===== src/rtl/stages_definition_pkg.sv =====
// Shared pipeline-stage definitions: trig sequencer state encoding and limits.
package stages_definition_pkg;

    typedef enum logic [1:0] {
        TS_IDLE,
        TS_BUSY,
        TS_DONE,
        TS_DRAIN
    } trig_seq_state_e;

    localparam int TRIG_MAX_CYCLES = 32;
    localparam int TRIG_WIDTH      = 32;

endpackage


===== src/rtl/watchdog_counter.sv =====
// Cycle counter with synchronous clear, count enable and terminal-count decode.
// Saturates at MAX_CYCLES-1 so the compare can never wrap past the limit.
module watchdog_counter
    import stages_definition_pkg::*;
#(
    parameter int MAX_CYCLES = TRIG_MAX_CYCLES
) (
    input  logic clk,
    input  logic rst,
    input  logic clear,
    input  logic enable,
    output logic terminal_c
);

    localparam int unsigned CW = (MAX_CYCLES > 2) ? $clog2(MAX_CYCLES) : 1;

    logic [CW-1:0] count;

    assign terminal_c = (count == CW'(MAX_CYCLES - 1));

    always_ff @(posedge clk or posedge rst) begin
        if (rst) begin
            count <= '0;
        end else if (clear) begin
            count <= '0;
        end else if (enable && !terminal_c) begin
            count <= count + CW'(1);
        end
    end

endmodule


===== src/rtl/trig_unit_sequencer.sv =====
// Sequences the multi-cycle trig unit in EXE: start pulse, pipeline freeze/bubble,
// flush draining of an in-flight operation and a watchdog forced completion.
module trig_unit_sequencer
    import stages_definition_pkg::*;
#(
    parameter int WIDTH      = TRIG_WIDTH,
    parameter int MAX_CYCLES = TRIG_MAX_CYCLES
) (
    input  logic             clk,
    input  logic             rst,
    input  logic             exe_valid,
    input  logic             trig_select,
    input  logic             flush,
    input  logic             trig_done,
    input  logic [WIDTH-1:0] trig_data,
    output logic             trig_start,
    output logic             stall_fetch,
    output logic             stall_deco,
    output logic             stall_exe,
    output logic             bubble_mem,
    output logic [WIDTH-1:0] trig_result,
    output logic             result_valid,
    output logic             timeout_err
);

    trig_seq_state_e state_q;
    trig_seq_state_e state_d;

    logic req;
    logic stall;
    logic wd_clear;
    logic wd_enable;
    logic wd_terminal;
    logic result_load;
    logic result_clear;
    logic timeout_set;

    // Reset gates the Mealy request so all outputs drop the moment rst rises.
    assign req = exe_valid & trig_select & ~flush & ~rst;

    assign stall_fetch = stall;
    assign stall_deco  = stall;
    assign stall_exe   = stall;
    assign bubble_mem  = stall;

    watchdog_counter #(
        .MAX_CYCLES(MAX_CYCLES)
    ) u_watchdog (
        .clk        (clk),
        .rst        (rst),
        .clear      (wd_clear),
        .enable     (wd_enable),
        .terminal_c (wd_terminal)
    );

    always_ff @(posedge clk or posedge rst) begin
        if (rst) begin
            state_q <= TS_IDLE;
        end else begin
            state_q <= state_d;
        end
    end

    // Flush takes priority over a coincident done or timeout in BUSY.
    always_comb begin
        state_d = state_q;
        case (state_q)
            TS_IDLE: begin
                if (req) begin
                    state_d = TS_BUSY;
                end
            end
            TS_BUSY: begin
                if (flush) begin
                    state_d = trig_done ? TS_IDLE : TS_DRAIN;
                end else if (trig_done || wd_terminal) begin
                    state_d = TS_DONE;
                end
            end
            TS_DONE: begin
                state_d = TS_IDLE;
            end
            TS_DRAIN: begin
                if (trig_done || wd_terminal) begin
                    state_d = TS_IDLE;
                end
            end
            default: begin
                state_d = TS_IDLE;
            end
        endcase
    end

    always_comb begin
        trig_start   = 1'b0;
        stall        = 1'b0;
        result_valid = 1'b0;
        wd_clear     = 1'b0;
        wd_enable    = 1'b0;
        result_load  = 1'b0;
        result_clear = 1'b0;
        timeout_set  = 1'b0;
        case (state_q)
            TS_IDLE: begin
                wd_clear = 1'b1;
                if (req) begin
                    trig_start = 1'b1;
                    stall      = 1'b1;
                end
            end
            TS_BUSY: begin
                stall     = 1'b1;
                wd_enable = 1'b1;
                if (!flush) begin
                    if (trig_done) begin
                        result_load = 1'b1;
                    end else if (wd_terminal) begin
                        result_clear = 1'b1;
                        timeout_set  = 1'b1;
                    end
                end
            end
            TS_DONE: begin
                result_valid = 1'b1;
                wd_clear     = 1'b1;
            end
            TS_DRAIN: begin
                // A refilled trig instruction waits here until the stale done returns.
                stall     = req;
                wd_enable = 1'b1;
                if (!trig_done && wd_terminal) begin
                    timeout_set = 1'b1;
                end
            end
            default: begin
                wd_clear = 1'b1;
            end
        endcase
    end

    always_ff @(posedge clk or posedge rst) begin
        if (rst) begin
            trig_result <= '0;
            timeout_err <= 1'b0;
        end else begin
            if (result_load) begin
                trig_result <= trig_data;
            end else if (result_clear) begin
                trig_result <= '0;
            end
            if (timeout_set) begin
                timeout_err <= 1'b1;
            end
        end
    end

endmodule

===== config.mk =====
export PLATFORM = sky130hd
export DESIGN_NAME = trig_unit_sequencer
export DESIGN_NICKNAME = d
export VERILOG_FILES = /design/src/rtl/stages_definition_pkg.sv /design/src/rtl/watchdog_counter.sv /design/src/rtl/trig_unit_sequencer.sv
export SDC_FILE = /design/constraint.sdc
export NUM_CORES = 1
export LEC_CHECK = 0
export CORE_UTILIZATION = 37
export CTS_CLUSTER_DIAMETER = 40
export CTS_CLUSTER_SIZE = 12
export DETAILED_ROUTE_END_ITERATION = 10
export PLACE_DENSITY = 0.75
export SLEW_MARGIN = 20
export SYNTH_ARGS = -nofsm -noshare
export SYNTH_HDL_FRONTEND = slang
export SYNTH_SLANG_ARGS = --single-unit

===== constraint.sdc =====
create_clock -name clk -period 1.75 [get_ports clk]
set_input_delay 0.4375 -clock clk [delete_from_list [all_inputs] [get_ports clk]]
set_output_delay 0.4375 -clock clk [all_outputs]
set_load 0.02 [all_outputs]

# Word level (Yosys, flattened, before mapping)
# Cells that the tools add are included.
# word_totals
ff_bits,40
out_inout_bits,39
elab_cells,53
in_bits,38
# classes
reduce_logical,11
bitwise_logic,5
n_mux,25
n_eq_ne,7
add_sub_neg,1
# op_table
cell,n
2-to-1 mux 32 bit,2
2-to-1 mux 1 bit,13
2-to-1 mux 2 bit,5
2-to-1 mux 5 bit,2
case mux 2 bit (4 select lines),1
adder 5 x 1 -> 5 bit (second input constant),1
== test 5 bit (second input constant),1
== test 2 bit (second input constant),2
inequality test 2 bit (second input constant),2
nonzero test 2 bit,2
OR reduction 2 bit,2
bitwise AND 1 bit,3
inequality test 3 bit (second input constant),1
case mux 1 bit (3 select lines),1
AND reduction 3 bit,1
== test 2 x 1 -> 1 bit (second input constant),1
logical AND 1 bit,2
zero test 1 bit,2
zero test 2 bit,1
inverter 1 bit,2
case mux 1 bit (2 select lines),1
logical OR 1 bit,1

# Depth between registers and ports, before layout
# Gate-level depths: netlist of the first run.
# depth
ltp_word,7
mapped_depth,7
mapped_depth_nobuf,7

# Hierarchy
# Synthesis of the first run repeated with hierarchy kept, for this count alone.
# unflattened
hier_cells,132
hier_area_um2,1761.7
# by_module_without_submodules
mod,area_each_um2,n_inst,cells_each,seq_area_each_um2
trig_unit_sequencer,1500.2,1,106,875.8
watchdog_counter,261.5,1,26,125.1

# Worst setup path before layout of the first run
# OpenSTA, ideal clock, no wires.
# synth_timing
path_type,register to output
from,reg state_q[0]
to,out stall_deco
required_ns,1.312
path_buffers,1
path_stages_with_launch,7
t_arrival_ns,1.456
setup_slack_ns,-0.143
path_cell_list,dfrtp_1 -> inv_1 -> ha_1 -> nor2_1 -> nor2_1 -> nor2_1 -> buf_4
# synth_between
elab_chain_cells,2
word_cells_on_any_way,4
classes_between,eq/ne: 2; mux: 1; reduce/logical: 1
# synth_lines
element,line,text
start: declaration,trig_unit_sequencer.sv:26,trig_seq_state_e state_q;
start signal: assignment,trig_unit_sequencer.sv:60,state_q <= state_d;
== test 2 bit (tied with other cells),trig_unit_sequencer.sv:103,case (state_q)
case mux 1 bit (3 select lines) (*),trig_unit_sequencer.sv:103,
end: declaration,trig_unit_sequencer.sv:18,"output logic stall_deco,"
# Every way passes the cells marked *; elsewhere a longest branch is shown, timed or not.

# Worst setup path in the final report of the first run
# layout_timing
from,reg state_q[0]
to,out bubble_mem
# layout_between
elab_chain_cells,2
word_cells_on_any_way,4
classes_between,eq/ne: 2; mux: 1; reduce/logical: 1
# layout_lines
element,line,text
== test 2 bit (tied with other cells),trig_unit_sequencer.sv:103,
case mux 1 bit (3 select lines) (*),trig_unit_sequencer.sv:103,
end: declaration,trig_unit_sequencer.sv:20,"output logic bubble_mem,"
# Marked as above.

==> results of run 1 <==
## power groups by stage
stage,Sequential (mW),Combinational (mW),Clock (mW)
after floorplan,1.96,1.02,0
after global placement,1.52,2.58,0
after detailed placement,1.54,2.63,0
after CTS,1.53,2.75,0.751
after global routing,1.58,3.13,0.807
final,1.54,2.96,0.735
## cell families (layout without fill, tap and decap cells)
kind of cell / after synthesis / after routing
AND/OR/NAND/NOR: 22 / 22
XOR/XNOR: 2 / 2
AO/OA/AOI/OAI: 37 / 37
flip-flops: 40 / 40
buffers and inverters: 14 / 115
multiplexers: 5 / 5
adder cells (fa/ha/maj): 6 / 6
## layer usage
metal | vias up | wire length (um) | track usage (%)
met3 | 6 | 316 | 5.05
met1 | 695 | 1890 | 22.1
met2 | 63 | 2200 | 27.6
met4 | 0 | 71 | 6.67
li1 | 659 | - | -
met5 | - | 0 | 0
## area by class of cell
type                       instances  area share (%)
sequential                        40            33.7
multi-input combinational         72            24.4
clock inverter                     2            1.18
timing repair buffer             103            35.6
clock buffer                       6            2.44
tap                               52            2.19
inverter                           4           0.506
## cells in the final DEF, fill, tap and decap left out, types with 3 or more instances in the layout
master / count
a22o_1: 26
a22o_2: 6
buf_12: 3
buf_4: 21
buf_6: 7
clkbuf_8: 5
clkdlybuf4s50_1: 61
dfrtp_1: 40
dlygate4sd2_1: 3
dlymetal6s2s_1: 5
ha_4: 4
mux2i_1: 4
nand2_1: 5
nor2_4: 3
nor3_1: 5
## worst max-delay path, delay by kind of cell (launching register included)
kind / cells / cell delay, ns
fa+ha+maj: 1 / 0.20
simple gates: 3 / 0.31
buf+inv: 2 / 0.23
flops: 1 / 0.40
## flip-flops by register name, indices dropped and copies added (netlist names)
name,flops
trig_result,32
u_watchdog.count,5
state_q,2
timeout_err,1
## what timing repair did
item                       in CTS  in global routing
gates resized for setup        48                 21
setup endpoints to repair      23                 47
gates cloned                    0                  2
pin swaps                       5                  9
setup buffers                   0                  7
## per-stage QoR
step / power (mW) / hold slack [ns] / cells / TNS, ns
6_report: 5.23 / 0.322 / 279 / -0.466
3_5_place_dp: 4.17 / 0.465 / 263 / -5.51
3_3_place_gp: 4.10 / 0.466 / 263 / -4.79
5_1_grt: 5.52 / 0.370 / 279 / -0.780
2_1_floorplan: 2.98 / 0.533 / 126 / 0
4_1_cts: 5.04 / 0.342 / 271 / -0.876
## worst paths after layout
path / start / endpoint / slack, ns
setup / recovery: state_q[0] / bubble_mem / -0.11
hold / removal: rst / state_q[1] / 0.32
setup reg to reg: u_watchdog.count[1] / u_watchdog.count[4] / 0.05
hold reg to reg: timeout_err / timeout_err / 0.48
max in group asynchronous: rst / trig_result[29] / 1.21
min in group clk: timeout_err / timeout_err / 0.48
==> results.ini, run 1 <==
[outcome]
status = finished with violations
violations = negative setup slack

[worst_setup_path]
cp_max_fo = 4
critPathArrivalTime_ns = 1.43
cp_slowest_cell = dfrtp_1
worstRegToRegCells = 8
endpoint_kind = primary output
crit_top_cell = nor2_4
critPathKind = flip-flop to primary output
cp_cell_sequence = inv_2 > ha_4 > nor2_4 > nor2_4 > nor2_4 > buf_6
startpoint_type = flip-flop
cpPeakStageDelay_ns = 0.40
cp.required_ns = 1.31

[routing]
postRouteWirelength_um = 4480
ant_nets = 0
drc = 0
dr.pass1.iters = 4
drt_first_iter_violations = 45
wl_per_cell_um = 16.1
via_count = 1423
via_per_inst = 5.10

[final_layout]
fin_nets = 270
final_core_util_pct = 67.3
layout-drive-gt1-share_pct = 29.5
fill_cells = 327
seqCellArea_mm2 = 0.00100
multi_input_area_um2 = 724
design_area_mm2 = 0.00297
syn_to_final_growth_pct = 72.2
diodes = 0

[min_path]
hold_class = primary input to async pin

[logic_synthesis]
synth.top_cell.area_share_pct = 58.1
synthFlopType = dfrtp_1
synthSimpleGateAreaFrac_pct = 6.75
synth_warnings = 0
synth_seq_area_share_pct = 58.1
netlist_area_mm2 = 0.00172
ys_ff_latch = 40
async_flop_share_pct = 100
yosys.cell_count.top_type = dfrtp_1
avgSynthCellArea_um2 = 13.7
synthDistinctLibCells = 24
synth_commonest_cells = dfrtp_1 (40), a22o_1 (26), buf_6 (7)
synthAdderAreaFrac_pct = 4.35
synth_top_area_cell = dfrtp_1
synth-edff-count = 0
ys_top_cells_by_area = dfrtp_1 (58%), a22o_1 (13%), buf_6 (4.6%), ha_1 (4.4%), a22o_2 (3.5%)
synthCells = 126
synth_compound_area_share_pct = 20.1
synth_top_family_by_area = compound AO/OA/AOI/OAI gates
synth_nets = 170
synthMuxAreaShare_pct = 2.98
synth_xor_area_share_pct = 1.02

[clock_network]
h-tree-depth = 2
cts_made_buffers = 5
clock-sinks = 40
cts_tree = yes
insertion_delay_ns = 0.29
ctsHoldBuffers = 0
clockBufferDepth = 2
cts.clk_slew.worst_paths_ns = 0.08
cts.root.buffer_cell = clkbuf_8

[timing]
drv_slew = 0
fmax_mhz = 536
worst_pin_slew_ns = 0.267
finalClockSkew_ns = 0.00551
worst_slack_ns = -0.114
hold_viol = 0
rsz0062_at_grt = yes
post-route-period-util_pct = 107
min_period_ns = 1.86
slew_headroom_pct = 82.2
final-setup-viol-count = 5

[placed_design]
dp_hpwl_um = 2950
dpl_cell_area_mm2 = 0.00263
place_congestion = 0.794
numPortBuffers = 76
place_ws_ns = -0.759

[global_route]
grt_pass1_vias = 1375
grt-ovfl-total = 0
grt_usage_pct = 17.3
grt_pass1_wl_um = 6690
antenna_found_initial = 0
grt_max_degree = 41

[power]
leakage_nw = 1.37
powerDensity_mw_per_mm2 = 1760
power.switching_mw = 1.87
power_switching_share_pct = 35.7
seqPwrFrac_pct = 29.3
combPwrFrac_pct = 56.6
power.share.clock_pct = 14.0
ir_drop_uv = 1190
p_int_mw = 3.36

[flow_run]
drv_cap = 0

[floorplan]
ios = 77
core_area_mm2 = 0.00441
rows = 24
die_area_mm2 = 0.00494
die_y_um = 70.3
dieWidth_um = 70.3
initial_core_util_pct = 39.1

Power figures use the tool's default switching activity.
==> run 2, diff against run 1 <==
- CELL_PAD_IN_SITES_DETAIL_PLACEMENT: unset -> 1
- CELL_PAD_IN_SITES_GLOBAL_PLACEMENT: unset -> 2
- CORE_UTILIZATION: 37 -> 23
- PLACE_DENSITY: 0.75 -> unset
- PLACE_DENSITY_LB_ADDON: unset -> 0.1
==> results.ini, run 2 (same netlist as run 1, synthesis figures left out) <==
[min_path]
hold_class = primary input to async pin

[worst_setup_path]
cp_slowest_cell = dfrtp_1
cp_cell_sequence = inv_2 > ha_4 > nor2_4 > nor2_2 > nor2_4 > buf_6
cpPeakStageDelay_ns = 0.40
cp_max_fo = 4
setup.worst_path.start = state_q[1]
endpoint_kind = primary output
r2r_start = u_watchdog.count[1]
critPathTopFamily = flip-flops
critPathArrivalTime_ns = 1.39
critPathKind = flip-flop to primary output
cp.required_ns = 1.31
worstPathBufferInverterCount = 2
crit_top_cell = nor2_4
startpoint_type = flip-flop

[power]
ir_drop_uv = 545
power.switching_mw = 1.92
combPwrFrac_pct = 56.2
power.share.clock_pct = 14.8
leakage_nw = 1.45
p_int_mw = 3.34
power.total_mw = 5.26
power_switching_share_pct = 36.5
powerDensity_mw_per_mm2 = 1730
seqPwrFrac_pct = 29.0

[timing]
post-route-period-util_pct = 104
hold_viol = 0
drv_slew = 0
final-setup-viol-count = 4
slew_headroom_pct = 83.1
worst_pin_slew_ns = 0.253
rsz0062_at_grt = yes
min_period_ns = 1.83
setup_tns_ns = -0.311
fmax_mhz = 547
whs_ns = 0.379
finalClockSkew_ns = 0.00714
worst_slack_ns = -0.0785

[final_layout]
fin_nets = 268
final_common_cell = clkdlybuf4s50_1
largest_register_ffs = 32
top_regs = trig_result: 32 flops, u_watchdog.count: 5 flops, state_q: 2 flops
largest_register = trig_result
final_core_util_pct = 41.8
diodes = 0
fill_cells = 778
final_cell_mix = clkdlybuf4s50_1 (53), dfrtp_1 (40), a22o_1 (26), buf_4 (19), dlymetal6s2s_1 (13)
stdcell_count = 324
syn_to_final_growth_pct = 76.0
design_area_mm2 = 0.00303
layout-drive-gt1-share_pct = 30.2

[clock_network]
cts.clk_slew.worst_paths_ns = 0.08
h-tree-depth = 2
ctsHoldBuffers = 0
cts.root.buffer_cell = clkbuf_8
clockBufferDepth = 2
cts_made_buffers = 5
cts_tree = yes
clock-sinks = 40
insertion_delay_ns = 0.30

[floorplan]
core_area_mm2 = 0.00725
dieWidth_um = 88.6
initial_core_util_pct = 23.8
die_y_um = 88.6
die_area_mm2 = 0.00785
ios = 77
rows = 31

[placed_design]
place_inst = 311
place_ws_ns = -0.708
dp_hpwl_um = 3380
place_congestion = 0.753
dpl_cell_area_mm2 = 0.00270
numPortBuffers = 76

[routing]
postRouteWirelength_um = 4950
drt_first_iter_violations = 20
wl_per_cell_um = 15.3
via_count = 1414
via_per_inst = 4.36
dr.pass1.iters = 5
ant_nets = 0
drc = 0

[outcome]
violations = negative setup slack
status = finished with violations

[global_route]
grt_usage_pct = 12.6
grt_pass1_wl_um = 7370
antenna_found_initial = 0
grt_max_degree = 41
grt_pass1_vias = 1451
grt-ovfl-total = 0

[flow_run]
drv_cap = 0

-- run 2: power groups by stage --
stage                     Combinational, mW  Sequential, mW  Clock, mW
after floorplan                        1.02            1.96          0
after global placement                 2.64            1.53          0
after detailed placement               2.67            1.55          0
after CTS                              2.87            1.54      0.811
after global routing                   3.15            1.57      0.852
final                                  2.95            1.53      0.779
-- run 2: layout make-up --
class / instances / area [um^2] / share of cell area [%]
tap: 99 / 124 / 4.08
sequential: 40 / 1000 / 33.0
clock buffer: 5 / 68.8 / 2.27
multi-input combinational: 72 / 729 / 24.0
inverter: 4 / 15.0 / 0.495
clock inverter: 3 / 46.3 / 1.53
timing repair buffer: 101 / 1050 / 34.6
-- run 2: worst min-delay path: cells and delay by family --
family | cells | cell delay (ns)
buffers and inverters | 4 | 0.61
-- run 2: routing by layer --
layer  global-route usage, %  up-vias  wire (um)
li1                        -      658          -
met1                    15.7      708       2130
met2                    21.6       44       2470
met3                    3.45        4        292
met4                    3.52        0         51
met5                       0        -          0
-- run 2: timing repair --
item	4_1_cts	5_1_grt
setup endpoints to repair	26	53
hold endpoints to repair	0	0
cloned	0	1
buffers inserted	3	2
gates resized for setup	55	27
pin swaps	9	6
-- run 2: final timing paths --
| check | depth (start not counted) | slack, ns | to |
|---|---|---|---|
| min reg2reg | 1 | 0.51 | trig_result[9] |
| min | 4 | 0.38 | state_q[0] |
| max reg2reg | 7 | 0.03 | u_watchdog.count[3] |
| max | 6 | -0.08 | stall_fetch |
| min in group clk | 1 | 0.51 | trig_result[9] |
| max in group asynchronous | 4 | 1.16 | u_watchdog.count[4] |
==> run 3, diff against run 2 <==
- CORE_ASPECT_RATIO: unset -> 0.5
==> results.ini, run 3 (same netlist as run 1, synthesis figures left out) <==
[outcome]
status = finished with violations
violations = negative setup slack

[routing]
postRouteWirelength_um = 4600
ant_nets = 0
drt_first_iter_violations = 67
dr.pass1.iters = 4
via_count = 1400
via_per_inst = 4.46
drc = 0
wl_per_cell_um = 14.7

[final_layout]
stdcell_count = 314
final_common_cell = clkdlybuf4s50_1
top_regs = trig_result: 32 flops, u_watchdog.count: 5 flops, state_q: 2 flops
layout-drive-gt1-share_pct = 27.5
largest_register_ffs = 32
diodes = 0
final_cell_mix = clkdlybuf4s50_1 (66), dfrtp_1 (40), a22o_1 (26), buf_4 (18)
design_area_mm2 = 0.00298
largest_register = trig_result
fill_cells = 714
fin_nets = 265
syn_to_final_growth_pct = 73.0
final_core_util_pct = 42.8

[global_route]
grt_usage_pct = 12.9
grt_pass1_wl_um = 7700
antenna_found_initial = 0
grt-ovfl-total = 0
grt_max_degree = 41
grt_pass1_vias = 1503

[placed_design]
numPortBuffers = 76
dpl_cell_area_mm2 = 0.00265
place_congestion = 0.670
dp_hpwl_um = 3180
place_ws_ns = -0.794
place_inst = 301

[worst_setup_path]
worstPathBufferInverterCount = 2
worstRegToRegCells = 8
path_depth = 6
cpPeakStageDelay_ns = 0.24
r2r_start = u_watchdog.count[0]
setup.worst_path.start = rst
cp_cell_sequence = dlygate4sd2_1 > nand4bb_4 > nor2_4 > nor2_2 > nor2_4 > buf_6
cp_slowest_cell = dlygate4sd2_1
endpoint_kind = primary output
ff2ff_setup_slack_ns = 0.03
critPathTopFamily = simple AND/OR/NAND/NOR gates
r2r_end = u_watchdog.count[3]
crit_top_cell = nor2_4
critPathKind = primary input to primary output
cp.required_ns = 1.31
worstSetupEndpoint = stall_exe
startpoint_type = primary input
critPathArrivalTime_ns = 1.38
cp_max_fo = 4

[timing]
fmax_mhz = 550
whs_ns = 0.359
finalClockSkew_ns = 0.00482
slew_headroom_pct = 83.7
worst_slack_ns = -0.0697
worst_pin_slew_ns = 0.244
rsz0062_at_grt = yes
hold_viol = 0
min_period_ns = 1.82
post-route-period-util_pct = 104
final-setup-viol-count = 4
drv_slew = 0

[clock_network]
cts_made_buffers = 5
cts.clk_slew.worst_paths_ns = 0.06
ctsHoldBuffers = 0
clockBufferDepth = 2
clock-sinks = 40
cts.root.buffer_cell = clkbuf_16
cts_tree = yes
insertion_delay_ns = 0.29
h-tree-depth = 2

[floorplan]
rows = 21
core_area_mm2 = 0.00696
dieWidth_um = 124
initial_core_util_pct = 24.8
die_area_mm2 = 0.00787
die_y_um = 63.2
ios = 77

[power]
p_int_mw = 3.69
seqPwrFrac_pct = 27.3
power_switching_share_pct = 34.3
power.share.clock_pct = 19.4
power.switching_mw = 1.92
leakage_nw = 1.30
combPwrFrac_pct = 53.3
powerDensity_mw_per_mm2 = 1880
ir_drop_uv = 769

[flow_run]
drv_cap = 0

[min_path]
hold_class = primary input to async pin

## run 3: changes by cell type in the layout (fill, tap and decap cells not counted), moves of 2 or more
cell | previous run | this run
dlymetal6s2s_1 | 13 | 0
clkbuf_16 | 1 | 5
buf_6 | 8 | 6
clkdlybuf4s50_1 | 53 | 66
clkbuf_8 | 5 | 1
nor2_1 | 1 | 3
## run 3: how the worst min path moves through the flow
stage	endpoint	slack, ns	cells after the start
3_3_place_gp	timeout_err	0.46	1
3_5_place_dp	timeout_err	0.46	1
2_1_floorplan	u_watchdog.count[0]	0.53	1
4_1_cts	timeout_err	0.37	3
5_1_grt	timeout_err	0.37	3
6_report	timeout_err	0.36	3
## run 3: layout make-up
class	instances	area, um^2	share of cell area (%)
well taps	92	115	3.86
clock inverters	2	38.8	1.30
clock buffers	6	139	4.66
multi-input cells	72	709	23.8
flip-flops and latches	40	1000	33.6
inverters	4	15.0	0.503
repair buffers	98	965	32.3
## run 3: power groups by stage
stage	sequential (mW)	combinational, mW	clock [mW]
floorplan	1.96	1.02	0
global placement	1.53	2.63	0
detailed placement	1.54	2.64	0
CTS	1.53	2.96	1.12
global route	1.59	3.19	1.18
finish	1.53	2.99	1.09
## run 3: per-layer routing
metal	track usage [%]	vias to the layer above	wire length, um
met1	16.7	702	2160
met5	0	-	0
met2	19.8	44	2130
met4	3.16	0	44
li1	-	650	-
met3	5.44	4	267
## run 3: per-stage QoR
stage               TNS, ns  power (mW)
floorplan                 0        2.98
global placement      -4.31        4.16
detailed placement    -4.88        4.19
CTS                  -0.731        5.62
global route         -0.615        5.96
finish               -0.277        5.61
## run 3: timing repair
item / CTS / global route
buffers inserted: 5 / 1
resized for setup: 50 / 10
setup endpoints to repair: 8 / 27
gates cloned: 0 / 0
endpoints found under the hold margin: 0 / 0
pin swaps: 7 / 6
## run 3: tightest hold or removal path: cells and delay by family
family / cells / cell delay, ns
buffers and inverters: 3 / 0.57
